===== src/rtl/operand_fwd_ctrl.sv =====
// operand_fwd_ctrl: operand forwarding / load-use hazard controller.
// Tracks in-flight writers in EX, MEM and WB slots and drives the ALU
// operand-select codes (00 regfile, 01 EX, 10 MEM, 11 WB), plus the
// load-use stall and issue strobe.
// Build option: OPERAND_FWD_WB_BYPASS_EN enables forwarding from WB (code 11).
// Without it the regfile is write-before-read, so WB is tracked but never
// compared and code 11 is never produced.

`ifdef OPERAND_FWD_WB_BYPASS_EN
  `define OFC_NCMP 3
`else
  `define OFC_NCMP 2
`endif

// Per-source match/priority lane: one instance per ALU operand.
module fwd_src_sel #(
  parameter int REG_ADDR_W  = 3,
  parameter int ZERO_REG_EN = 1,
  parameter int NCMP        = `OFC_NCMP
) (
  input  logic [REG_ADDR_W-1:0]           i_rs,
  input  logic [NCMP-1:0]                 i_vld,
  input  logic [NCMP-1:0]                 i_we,
  input  logic [NCMP-1:0][REG_ADDR_W-1:0] i_rd,
  output logic                            o_match_ex,
  output logic [1:0]                      o_sel
);
  logic            w_nz;
  logic [NCMP-1:0] w_m;

  // register 0 never matches when it is hardwired to zero
  assign w_nz = (ZERO_REG_EN == 0) || (i_rs != '0);

  for (genvar s = 0; s < NCMP; s++) begin : g_cmp
    assign w_m[s] = i_vld[s] & i_we[s] & (i_rd[s] == i_rs) & w_nz;
  end

  assign o_match_ex = w_m[0];

  // youngest writer wins: EX, then MEM, then (optionally) WB
  always_comb begin
    o_sel = 2'b00;
    if (w_m[0])      o_sel = 2'b01;
    else if (w_m[1]) o_sel = 2'b10;
`ifdef OPERAND_FWD_WB_BYPASS_EN
    else if (w_m[2]) o_sel = 2'b11;
`endif
  end
endmodule

module operand_fwd_ctrl #(
  parameter int REG_ADDR_W  = 3,
  parameter int ZERO_REG_EN = 1
) (
  input  logic                  clk,
  input  logic                  rst,
  input  logic                  id_valid,
  input  logic [REG_ADDR_W-1:0] id_rs_a,
  input  logic [REG_ADDR_W-1:0] id_rs_b,
  input  logic [REG_ADDR_W-1:0] id_rd,
  input  logic                  id_rd_we,
  input  logic                  id_is_load,
  input  logic                  flush,
  output logic [1:0]            sel_a,
  output logic [1:0]            sel_b,
  output logic                  stall,
  output logic                  issue
);
  localparam int NSLOT = 3;          // 0 = ex, 1 = mem, 2 = wb
  localparam int NCMP  = `OFC_NCMP;  // slots taking part in forwarding

  typedef struct packed {
    logic                  valid;
    logic                  we;
    logic [REG_ADDR_W-1:0] rd;
    logic                  is_load;
  } slot_t;

  slot_t r_slot [NSLOT];

  logic [1:0][REG_ADDR_W-1:0]      w_rs;
  logic [NCMP-1:0]                 w_vld;
  logic [NCMP-1:0]                 w_we;
  logic [NCMP-1:0][REG_ADDR_W-1:0] w_rd;
  logic [1:0]                      w_match_ex;
  logic [1:0][1:0]                 w_sel;
  logic                            w_hazard;

  assign w_rs = {id_rs_b, id_rs_a};

  // flatten the slots that are compared into packed lane inputs
  for (genvar s = 0; s < NCMP; s++) begin : g_flat
    assign w_vld[s] = r_slot[s].valid;
    assign w_we[s]  = r_slot[s].we;
    assign w_rd[s]  = r_slot[s].rd;
  end

  fwd_src_sel #(
    .REG_ADDR_W (REG_ADDR_W),
    .ZERO_REG_EN(ZERO_REG_EN),
    .NCMP       (NCMP)
  ) u_src [1:0] (
    .i_rs      (w_rs),
    .i_vld     (w_vld),
    .i_we      (w_we),
    .i_rd      (w_rd),
    .o_match_ex(w_match_ex),
    .o_sel     (w_sel)
  );

  // load in EX feeding either source: its data only exists after MEM
  assign w_hazard = id_valid & r_slot[0].is_load & (|w_match_ex);

  // flush kills the decode instruction, so it also cancels the stall
  always_comb begin
    stall = w_hazard & ~flush;
    issue = id_valid & ~w_hazard & ~flush;
    sel_a = w_hazard ? 2'b00 : w_sel[0];
    sel_b = w_hazard ? 2'b00 : w_sel[1];
  end

  // advance the scoreboard; a non-issuing cycle pushes a bubble into EX
  always_ff @(posedge clk) begin
    if (rst) begin
      for (int i = 0; i < NSLOT; i++) r_slot[i] <= '0;
    end else begin
      r_slot[2] <= r_slot[1];
      r_slot[1] <= r_slot[0];
      r_slot[0] <= issue ? slot_t'{valid: 1'b1, we: id_rd_we, rd: id_rd, is_load: id_is_load}
                         : slot_t'('0);
    end
  end
endmodule

`undef OFC_NCMP


===== config.mk =====
export PLATFORM = sky130hd
export DESIGN_NAME = operand_fwd_ctrl
export DESIGN_NICKNAME = d
export VERILOG_FILES = /design/src/rtl/operand_fwd_ctrl.sv
export SDC_FILE = /design/constraint.sdc
export NUM_CORES = 1
export LEC_CHECK = 0
export BUFFER_PORTS_ARGS = -buffer_cell sky130_fd_sc_hd__buf_4
export CORE_AREA = 2 2 39 41
export CTS_CLUSTER_DIAMETER = 40
export DETAILED_ROUTE_END_ITERATION = 10
export DIE_AREA = 0 0 41 43
export GPL_TIMING_DRIVEN = 0
export PLACE_DENSITY = 0.72
export RECOVER_POWER = 25
export SLEW_MARGIN = 10
export SYNTH_ARGS = -nofsm -noshare
export SYNTH_HDL_FRONTEND = slang
export SYNTH_SLANG_ARGS = --single-unit

===== constraint.sdc =====
create_clock -name clk -period 5.65 [get_ports clk]
set_clock_uncertainty 0.2 [all_clocks]
set_input_delay 1.13 -clock clk [delete_from_list [all_inputs] [get_ports clk]]
set_output_delay 1.13 -clock clk [all_outputs]
set_load 0.02 [all_outputs]

==> results of run 1 <==
==> cells by family after synthesis <==
family          count (synthesis)
simple gates                   31
xor+xnor                        8
buf+inv                         3
compound gates                 12
flops                          11
==> metal layers <==
layer	wire, um	up-vias	GRT usage (%)
met5	0	-	0
met4	0	0	6.000
met3	78	0	1.571
met2	568	14	23.44
met1	516	238	19.14
li1	-	280	-
==> placed cells by master (no fill, tap or decap), drive strengths merged <==
| cell | instances |
|---|---|
| or3b | 1 |
| xor2 | 4 |
| xnor2 | 4 |
| nand2b | 1 |
| a211oi | 1 |
| inv | 2 |
| nor3 | 3 |
| nand4 | 1 |
| o21ai | 2 |
| o21a | 1 |
| buf | 19 |
| o21bai | 1 |
| nor4b | 5 |
| a31oi | 1 |
| a21oi | 4 |
| and3 | 1 |
| nor2 | 8 |
| clkbuf | 6 |
| nand2 | 4 |
| dfxtp | 11 |
| and2b | 1 |
| o2111ai | 1 |
| nor2b | 6 |
| a2111oi | 1 |
==> final timing paths <==
check | startpoint | end | slack [ns] | depth (start not counted)
worst min register to register | r_slot[0][5]$_SDFF_PP0_ | r_slot[0][11]$_SDFF_PP0_ | 0.26 | 1
worst max-delay path | id_rs_b[1] | stall | 1.80 | 7
worst max register to register | r_slot[0][2]$_SDFF_PP0_ | r_slot[0][4]$_SDFF_PP0_ | 3.89 | 5
worst min-delay path | r_slot[0][5]$_SDFF_PP0_ | r_slot[0][11]$_SDFF_PP0_ | 0.26 | 1
==> through the flow <==
step / util (%) / worst slack (ns) / cell area [um^2]
floorplan: - / 2.043 / 574.3
global placement: 53.80 / 1.808 / 744.5
detailed placement: 53.80 / 1.797 / 744.5
CTS: 55.70 / 1.791 / 770.7
global route: 55.70 / 1.692 / 770.7
finish: 55.70 / 1.802 / 770.7
==> cell usage after synthesis (all sizes together) <==
library cell | n | area, um^2
nand2 | 4 | 15.01
o21a | 1 | 7.510
nand4 | 1 | 6.260
dfxtp | 11 | 220.2
and2b | 1 | 7.510
nor2b | 6 | 37.54
a21oi | 4 | 31.28
clkbuf | 1 | 3.750
inv | 2 | 7.510
nor4b | 5 | 43.79
o21bai | 1 | 7.510
or3b | 1 | 8.760
xnor2 | 4 | 35.03
o21ai | 2 | 13.76
xor2 | 4 | 35.03
o2111ai | 1 | 8.760
nor2 | 8 | 30.03
a211oi | 1 | 12.51
and3 | 1 | 6.260
nand2b | 1 | 6.260
a2111oi | 1 | 8.760
a31oi | 1 | 6.260
nor3 | 3 | 15.01
==> critical path, delay by kind of cell <==
kind | cells | cell delay (ns)
buffers and inverters | 2 | 0.26
and+or+nand+nor | 2 | 0.53
AOI/OAI and AO/OA | 3 | 0.59
==> cell type report <==
cell class                      instances  share of cell area, %
Buffer                                  1                 0.4870
Clock buffer                            4                  3.409
Inverter                                2                 0.9740
Multi-Input combinational cell         51                  44.48
Sequential cell                        11                  28.57
Tap cell                               16                  2.597
Timing Repair Buffer                   20                  19.48
==> power breakdown <==
part           switching, mW  internal [mW]
sequential           0.00158         0.0794
combinational        0.00885         0.0120
clock                 0.0230         0.0272
==> metrics.md, run 1 <==
| Metric | Value |
|---|---|
| Clock Latency Late Sink | `~0.26 ns` |
| P_leak | `around 0.32 nW` |
| Non-Filler Instances | `105` |
| Pwr Density | `roughly 200 nW/um^2` |
| Critical path class | `in2out` |
| Core box area | `1384 um^2` |
| Critical path's most frequent cell | `buf_4` |
| Pin count of the biggest net entering global routing | `11` |
| Post-CTS sizing | `0` |
| Status | `finished clean` |
| FF+latch count, synth | `11` |
| Worst-path fanout max | `8` |
| Max-slew headroom | `73.23%` |
| Post-synthesis simple-gate area fraction | `30.72%` |
| Yosys Warn Count | `0` |
| CTS tree | `done` |
| Post-synthesis xor/xnor area fraction | `between 10% and 20%` |
| Vias | `532` |
| Starting DRT DRC Count | `5` |
| Slew Viols, Final | `0` |
| Setup TNS | `0 ns` |
| Clock buffer depth | `2` |
| Number of remaining DRC errors | `0` |
| Clock-pin slew on the worst setup and hold paths | `about 0.06 ns` |
| Max Clock Freq | `~260 MHz` |
| Final Power | `around 0.15 mW` |
| Total CTS buffers | `3` |
| # Post-CTS Setup Buffers | `0` |
| Detailed Place HPWL | `961.7 um` |
| Slowest Stage Delay on Critical Path | `0.38 ns` |
| Seq. cell area | `220.2 um^2` |
| Tightest Pin Transition | `about 0.4 ns` |
| CP max-delay cell | `or3b_1` |
| GRT overflow | `0` |
| Vias per cell | `5.067` |
| Peak VDD IR | `123.7 uV` |
| Hold WS | `0.2626 ns` |
| Post-CTS Hold Fix Bufs | `0` |
| Antenna Nets Post-Route | `0` |
| CTS sink cnt | `11` |
| Die X | `41 um` |
| Startpoint types | `primary input` |
| Share of cells above drive strength 1 | `29.21%` |
| Worst Path Arrival | `around 2.5 ns` |
| Inserted Diodes | `0` |
| Initial Util | `roughly two fifths` |
| Tmin final | `3.848 ns` |
| Max FFs per register | `11` |
| First-pass DRT Iterations | `2` |
| Max-Cap Viols | `0` |
| Crit-path cells | `buf_4 > or3b_1 > a211oi_2 > o21ai_2 > a21oi_4 > and2b_1 > buf_4` |
| # H-tree levels | `1` |
| Port Buffers | `20` |
| Standard-cell rows | `14` |
| Placed insts | `just over 100` |
| Layout area overhead | `34.20%` |
| Final setup viols | `0` |
| First-pass GRT wire length | `1807 um` |
| CP endpoint kind | `primary output` |
| CP required | `roughly 4.3 ns` |
| Antenna violations before repair | `0` |
| RD Place Congestion | `~0.7` |
| Hold WC Path Type | `reg2reg` |
| Die height | `between 40 and 50 um` |
| Syn Nets | `80` |
| I/O Pins | `21` |
| Post-synth cell types | `25` |
| Multi-input logic area | `between 300 and 400 um^2` |
| Largest family of logic cells by synthesized area | `simple AND/OR/NAND/NOR gates` |
| Synth Area in Adders | `0%` |
| RSZ-0062 raised after global routing | `false` |
| Avg WL per Cell | `approximately 11 um` |
| Layout Nets | `105` |
| GRT Total Usage | `about 15%` |
| Syn Area/Cell | `about 8.8 um^2` |
| Mux cell area share after synthesis | `0%` |
| Synth Instances | `65` |
| Total routed wirelength | `about 1200 um` |
| Clock root cell | `clkbuf_4` |
| Largest regs | `r_slot: 11 flops` |
| Die ar. | `approximately 1800 um^2` |
| Post-synthesis sequential area ratio | `between 30% and 40%` |
| Post-synthesis compound-gate area fraction | `about 17%` |
| Post-Syn Area | `574.3 um^2` |
| Top reg by flops | `r_slot` |
| Fin crit share | `about 68%` |
| Vias in the first global route | `~450` |
| Filler cell count | `between 100 and 150` |
| Final Hold Vio Count | `0` |
Power figures use the tool's default switching activity.
==> run 2, diff against run 1 <==
- CORE_AREA: 2 2 39 41 -> default
- CORE_UTILIZATION: default -> 41
- DIE_AREA: 0 0 41 43 -> default
- clock period: 5.65 -> 3.47 ns (I/O delays scaled with it)
==> run 2 against run 1 <==
  * Via count increased by 1.9%
  * Combinational power up 65%
  * Critical path depth unchanged
  * Sequential power increased by 63%
  * Core utilization is 3.4 points higher
  * Register-to-register slack worse by 2.2 ns
  * Total power grew 64%
  * Sequential share of layout area about the same
  * Critical path type unchanged
  * Non-clock buffer count unchanged
  * Largest cell class unchanged
  * Die area down 12%
  * First-iteration DRC count is 40% lower
==> metrics.md, run 2 (synthesis results as in run 1) <==
| Metric | Value |
|---|---|
| Pin count of the biggest net entering global routing | `11 (unchanged)` |
| CP required | `2.58 ns (-1.74 ns)` |
| Final Power | `0.2499 mW (+64%)` |
| Max-Cap Viols | `0 (unchanged)` |
| Crit path max-delay family | `compound AO/OA/AOI/OAI gates` |
| Fin crit share | `a little under nine tenths` |
| I/O Pins | `21 (unchanged)` |
| Non-Filler Instances | `104 (-0.95%)` |
| P_leak | `0.3155 nW (unchanged)` |
| Max-slew headroom | `73.19% (about the same)` |
| RD Place Congestion | `0.7087 (+2.8%)` |
| Final setup viols | `0 (unchanged)` |
| Placed insts | `100 (-0.99%)` |
| Starting DRT DRC Count | `3 (-2)` |
| Port Buffers | `20 (unchanged)` |
| Antenna violations before repair | `0 (unchanged)` |
| Die ar. | `1554 um^2 (-12%)` |
| First-pass GRT wire length | `1869 um (+3.4%)` |
| Top reg by flops | `r_slot` |
| Share of cells above drive strength 1 | `29.21% (unchanged)` |
| Detailed Place HPWL | `950.7 um (-1.1%)` |
| Pre-CTS setup slack | `0.4930 ns (-1.304 ns)` |
| Status | `finished clean` |
| Slew Viols, Final | `0 (unchanged)` |
| Clock Latency Late Sink | `0.26 ns (about the same)` |
| Setup TNS | `0 ns (unchanged)` |
| Max FFs per register | `11 (unchanged)` |
| Tightest Pin Transition | `0.4022 ns (+0.0005597 ns)` |
| Avg WL per Cell | `11.34 um (+2.4%)` |
| Clock buffer depth | `2 (unchanged)` |
| Post-CTS Hold Fix Bufs | `0 (unchanged)` |
| Largest regs | `r_slot: 11 flops` |
| Max Clock Freq | `around 340 MHz` |
| # Post-CTS Setup Buffers | `0 (unchanged)` |
| Vias in the first global route | `472 (+4.2%)` |
| Most common cell after layout, fill and taps aside | `buf_4` |
| Initial Util | `44.13% (+2.6 points)` |
| Antenna Nets Post-Route | `0 (unchanged)` |
| RSZ-0062 raised after global routing | `false` |
| Core box area | `1301 um^2 (-6.0%)` |
| Vias | `542 (+1.9%)` |
| CTS tree | `done` |
| Hold WS | `0.2637 ns (+0.001076 ns)` |
| CTS sink cnt | `11 (unchanged)` |
| Post-CTS sizing | `0 (unchanged)` |
| GRT Total Usage | `17.44% (+2.8 points)` |
| Standard-cell rows | `13 (-1)` |
| Setup ws final | `0.4951 ns (-1.307 ns)` |
| Worst Path Arrival | `2.08 ns (-0.44 ns)` |
| Vias per cell | `5.212 (+2.9%)` |
| Clock-pin slew on the worst setup and hold paths | `0.07 ns (about the same)` |
| Tmin final | `roughly 3.0 ns` |
| Worst-path fanout max | `8 (unchanged)` |
| Layout area overhead | `33.99%` |
| CP endpoint kind | `primary output` |
| Hold WC Path Type | `reg2reg` |
| Multi-input logic area | `342.8 um^2 (unchanged)` |
| Seq. cell area | `220.2 um^2 (unchanged)` |
| # H-tree levels | `1 (unchanged)` |
| GRT overflow | `0 (unchanged)` |
| Startpoint types | `primary input` |
| Number of remaining DRC errors | `0 (unchanged)` |
| Layout Nets | `105 (unchanged)` |
| Die height | `39.43 um (-8.3%)` |
| Pwr Density | `324.8 nW/um^2 (+65%)` |
| Crit-path cells | `buf_4 > or3b_1 > a211oi_2 > o21ai_2 > a21oi_4 > and2b_1 > buf_4` |
| Inserted Diodes | `0 (unchanged)` |
| Total CTS buffers | `3 (unchanged)` |
| Clock root cell | `clkbuf_4` |
| Critical path class | `in2out` |
| Final Hold Vio Count | `0 (unchanged)` |
| First-pass DRT Iterations | `2 (unchanged)` |
| Critical path buffer and inverter count | `2 (unchanged)` |
| Peak VDD IR | `207.9 uV (+68%)` |
| Total routed wirelength | `1179 um (+1.4%)` |
| Critical path's most frequent cell | `buf_4` |
| CP max-delay cell | `or3b_1` |
| Most frequent cells in the layout | `buf_4, dfxtp_1, nor2_1` |
| Slowest Stage Delay on Critical Path | `0.38 ns (about the same)` |
| Die X | `39.43 um (-3.8%)` |
| Filler cell count | `125 (-16%)` |
run 2: cell counts in the layout (fill, tap and decap cells not counted):
Identical to the previous run, type by type.
run 2: stage by stage:
stage | utilization (%) | cell area [um^2]
after floorplan | - | 574.3
after global placement | 57.12 | 743.2
after detailed placement | 57.12 | 743.2
after CTS | 59.13 | 769.5
after global routing | 59.13 | 769.5
final | 59.13 | 769.5
run 2: layout make-up:
type                            count  share of cell area, %
Inverter                            2                 0.9756
Timing Repair Buffer               20                  19.51
Clock buffer                        4                  3.415
Tap cell                           15                  2.439
Multi-Input combinational cell     51                  44.55
Sequential cell                    11                  28.62
Buffer                              1                 0.4878
run 2: where the power goes:
group,internal [mW],switching (mW)
Clock,0.0444,0.0392
Combinational,0.0196,0.0148
Sequential,0.129,0.00259
Total,0.193,0.0566
run 2: worst reg2reg max path, stage by stage, from the launching register on:
cell,delay (ns)
dfxtp_1,0.37
or3b_1,0.38
a211oi_2,0.25
o21ai_2,0.11
a21oi_4,0.23
nor4b_1,0.09
run 2: worst paths after layout:
check	from	slack, ns	endpoint	depth (start not counted)
hold reg to reg	r_slot[0][5]$_SDFF_PP0_	0.26	r_slot[0][11]$_SDFF_PP0_	1
hold / removal	r_slot[0][5]$_SDFF_PP0_	0.26	r_slot[0][11]$_SDFF_PP0_	1
setup / recovery	id_rs_b[1]	0.50	stall	7
setup reg to reg	r_slot[0][2]$_SDFF_PP0_	1.72	r_slot[0][2]$_SDFF_PP0_	5
run 2: per-layer routing:
| layer | global-route usage (%) | vias to the layer above | share of wire [%] |
|---|---|---|---|
| met5 | 0 | - | 0 |
| met4 | 7.759 | 0 | 0.42 |
| met3 | 1.705 | 2 | 4.9 |
| met2 | 29.51 | 13 | 50 |
| met1 | 21.95 | 246 | 45 |
| li1 | - | 281 | - |
==> run 3, diff against run 2 <==
- CELL_PAD_IN_SITES_DETAIL_PLACEMENT: default -> 1
- CELL_PAD_IN_SITES_GLOBAL_PLACEMENT: default -> 1
- CORE_UTILIZATION: 41 -> 30
==> run 3 against run 2 <==
  * Core utilization fell by 15 points
  * Largest cell class unchanged
  * Worst hold slack improved by 0.0070 ns
  * Global-route usage decreased by 3.2 points
  * Critical endpoint unchanged
  * Cell count increased by 9.6%
  * Sequential cell count did not move
  * Register-to-register slack got worse by 0.05 ns
  * Routed wire length up 13%
==> metrics.md, run 3 (synthesis results as in run 1) <==
| Metric | Value |
|---|---|
| Status | `finished clean` |
| Routed met2 length | `706 um (+20%)` |
| Post-CTS Hold Fix Bufs | `0 (unchanged)` |
| Worst Path Arrival | `2.11 ns (+0.03 ns)` |
| Clock power frac | `33.8% (+0.3 points)` |
| Post-CTS sizing | `0 (unchanged)` |
| Worst Hold Launch | `r_slot[0][4]$_SDFF_PP0_` |
| Highest routed layer | `met4` |
| Total routed wirelength | `1333 um (+13%)` |
| GRT overflow | `0 (unchanged)` |
| Vias per cell | `4.781 (-8.3%)` |
| Crit-path cells | `buf_4 > or3b_1 > a211oi_2 > o21ai_2 > a21oi_4 > and2b_1 > buf_4` |
| Most frequent cells in the layout | `buf_4, dfxtp_1, nor2_1` |
| R2R Path End | `r_slot[0][0]$_SDFF_PP0_` |
| Reg2Reg Setup Slack | `1.67 ns (-0.05 ns)` |
| Clock buffer depth | `2 (unchanged)` |
| Pin count of the biggest net entering global routing | `11 (unchanged)` |
| # H-tree levels | `1 (unchanged)` |
| Hold WS | `0.2707 ns (+0.007042 ns)` |
| Die X | `45.76 um (+16%)` |
| Detailed Place HPWL | `1099 um (+16%)` |
| Die ar. | `2094 um^2 (+35%)` |
| Internal power | `0.1933 mW (about the same)` |
| First-pass GRT wire length | `2145 um (+15%)` |
| Tightest Pin Transition | `0.4053 ns (+0.003108 ns)` |
| Tmin final | `3.007 ns (+0.03172 ns)` |
| Net Switching | `0.05762 mW (+1.8%)` |
| Pwr Density | `320.9 nW/um^2 (-1.2%)` |
| Most common cell after layout, fill and taps aside | `buf_4` |
| RD Place Congestion | `0.7612 (+7.4%)` |
| First-pass DRT Iterations | `4 (+2)` |
| Slew Viols, Final | `0 (unchanged)` |
| Slowest Stage Delay on Critical Path | `0.38 ns (about the same)` |
| P_leak | `0.3155 nW (unchanged)` |
| Worst Reg-to-Reg Cells | `5 (unchanged)` |
| Sequential power share | `52.7% (about the same)` |
| Number of remaining DRC errors | `0 (unchanged)` |
| I/O Pins | `21 (unchanged)` |
| Fin crit share | `86.65% (+0.91 points)` |
| Min-Delay Path Depth | `1 (unchanged)` |
| Final Hold Vio Count | `0 (unchanged)` |
| Clock-pin slew on the worst setup and hold paths | `0.07 ns (about the same)` |
| Final setup viols | `0 (unchanged)` |
| Worst hold endpoint | `r_slot[0][10]$_SDFF_PP0_` |
| Max-Cap Viols | `0 (unchanged)` |
| Peak VDD IR | `182.3 uV (-12%)` |
| Starting DRT DRC Count | `1 (-2)` |
| CTS sink cnt | `11 (unchanged)` |
| Vias | `545 (+0.55%)` |
| RSZ-0062 raised after global routing | `false` |
| Standard-cell rows | `15 (+2)` |
| Share of cells above drive strength 1 | `29.21% (unchanged)` |
| Max-slew headroom | `72.98% (-0.21 points)` |
| Power share of the combinational group | `13.6% (-0.2 points)` |
| CP max-delay cell | `or3b_1` |
| CP endpoint kind | `primary output` |
| Critical path class | `in2out` |
| Largest regs | `r_slot: 11 flops` |
| Avg WL per Cell | `11.69 um (+3.1%)` |
| Setup TNS | `0 ns (unchanged)` |
| Initial Util | `32.55% (-12 points)` |
| CP required | `2.58 ns (about the same)` |
| Antenna violations before repair | `0 (unchanged)` |
| Final Power | `0.2510 mW (+0.42%)` |
| GRT Total Usage | `14.25% (-3.2 points)` |
| Core box area | `1764 um^2 (+36%)` |
| Critical path's most frequent cell | `buf_4` |
| Antenna Nets Post-Route | `0 (unchanged)` |
| Die height | `45.76 um (+16%)` |
| Max Clock Freq | `332.6 MHz (-1.1%)` |
| Clock Latency Late Sink | `0.26 ns (about the same)` |
| CTS tree | `done` |
| Clock root cell | `clkbuf_4` |
| DR WL met3 | `48 um (-17%)` |
| Worst-path fanout max | `8 (unchanged)` |
| Layout Nets | `105 (unchanged)` |
| # Post-CTS Setup Buffers | `0 (unchanged)` |
| Startpoint types | `primary input` |
| Total CTS buffers | `3 (unchanged)` |
| R2R Path Start | `r_slot[0][2]$_SDFF_PP0_` |
| Layout area overhead | `36.17%` |
| Hold WC Path Type | `reg2reg` |
| Inserted Diodes | `0 (unchanged)` |
| Port Buffers | `20 (unchanged)` |
| Switching share of power | `22.96% (+0.31 points)` |
| Top reg by flops | `r_slot` |
| Vias in the first global route | `526 (+11%)` |
| Met1 Wirelength | `563 um (+7.2%)` |
| Max FFs per register | `11 (unchanged)` |
run 3: worst max path at each step:
| stage | from | cells past startpoint | endpoint | slack, ns |
|---|---|---|---|---|
| floorplan | id_rs_b[1] | 5 | stall | 0.73 |
| global placement | id_rs_b[1] | 7 | stall | 0.49 |
| detailed placement | id_rs_b[1] | 7 | stall | 0.45 |
| CTS | id_rs_b[1] | 7 | stall | 0.45 |
| global route | id_rs_b[1] | 7 | stall | 0.38 |
| finish | id_rs_b[1] | 7 | stall | 0.46 |
run 3: through the flow:
step                worst slack (ns)  utilization, %  cells  cell area [um^2]
finish                        0.4633           44.33    114             782.0
global route                  0.3757           44.33    114             782.0
global placement              0.4900           42.84    110             755.7
detailed placement            0.4527           42.84    110             755.7
CTS                           0.4488           44.33    114             782.0
floorplan                     0.7350               -     65             574.3
run 3: layout make-up:
type | count | area (um^2)
Multi-Input combinational cell | 51 | 342.8
Fill cell | 236 | 982.2
Inverter | 2 | 7.507
Sequential cell | 11 | 220.2
Clock buffer | 4 | 26.28
Tap cell | 25 | 31.28
Timing Repair Buffer | 20 | 150.1
Buffer | 1 | 3.754
run 3: worst max-delay path, delay by kind of cell:
family	cells	cell delay [ns]
AOI/OAI and AO/OA	3	0.62
and+or+nand+nor	2	0.54
buffers and inverters	2	0.26
run 3: power groups by stage:
stage | logic (mW) | registers, mW | clock network [mW]
2_1_floorplan | 0.0155 | 0.134 | 0
3_3_place_gp | 0.0336 | 0.135 | 0
4_1_cts | 0.0346 | 0.132 | 0.0903
5_1_grt | 0.0376 | 0.132 | 0.0932
3_5_place_dp | 0.0345 | 0.135 | 0
6_report | 0.0341 | 0.132 | 0.0847
run 3: layer usage:
metal  global-route usage [%]  up-vias
met1                    17.15      255
li1                         -      275
met2                    24.86       13
met3                    1.587        2
met4                    7.059        0
met5                        0        -
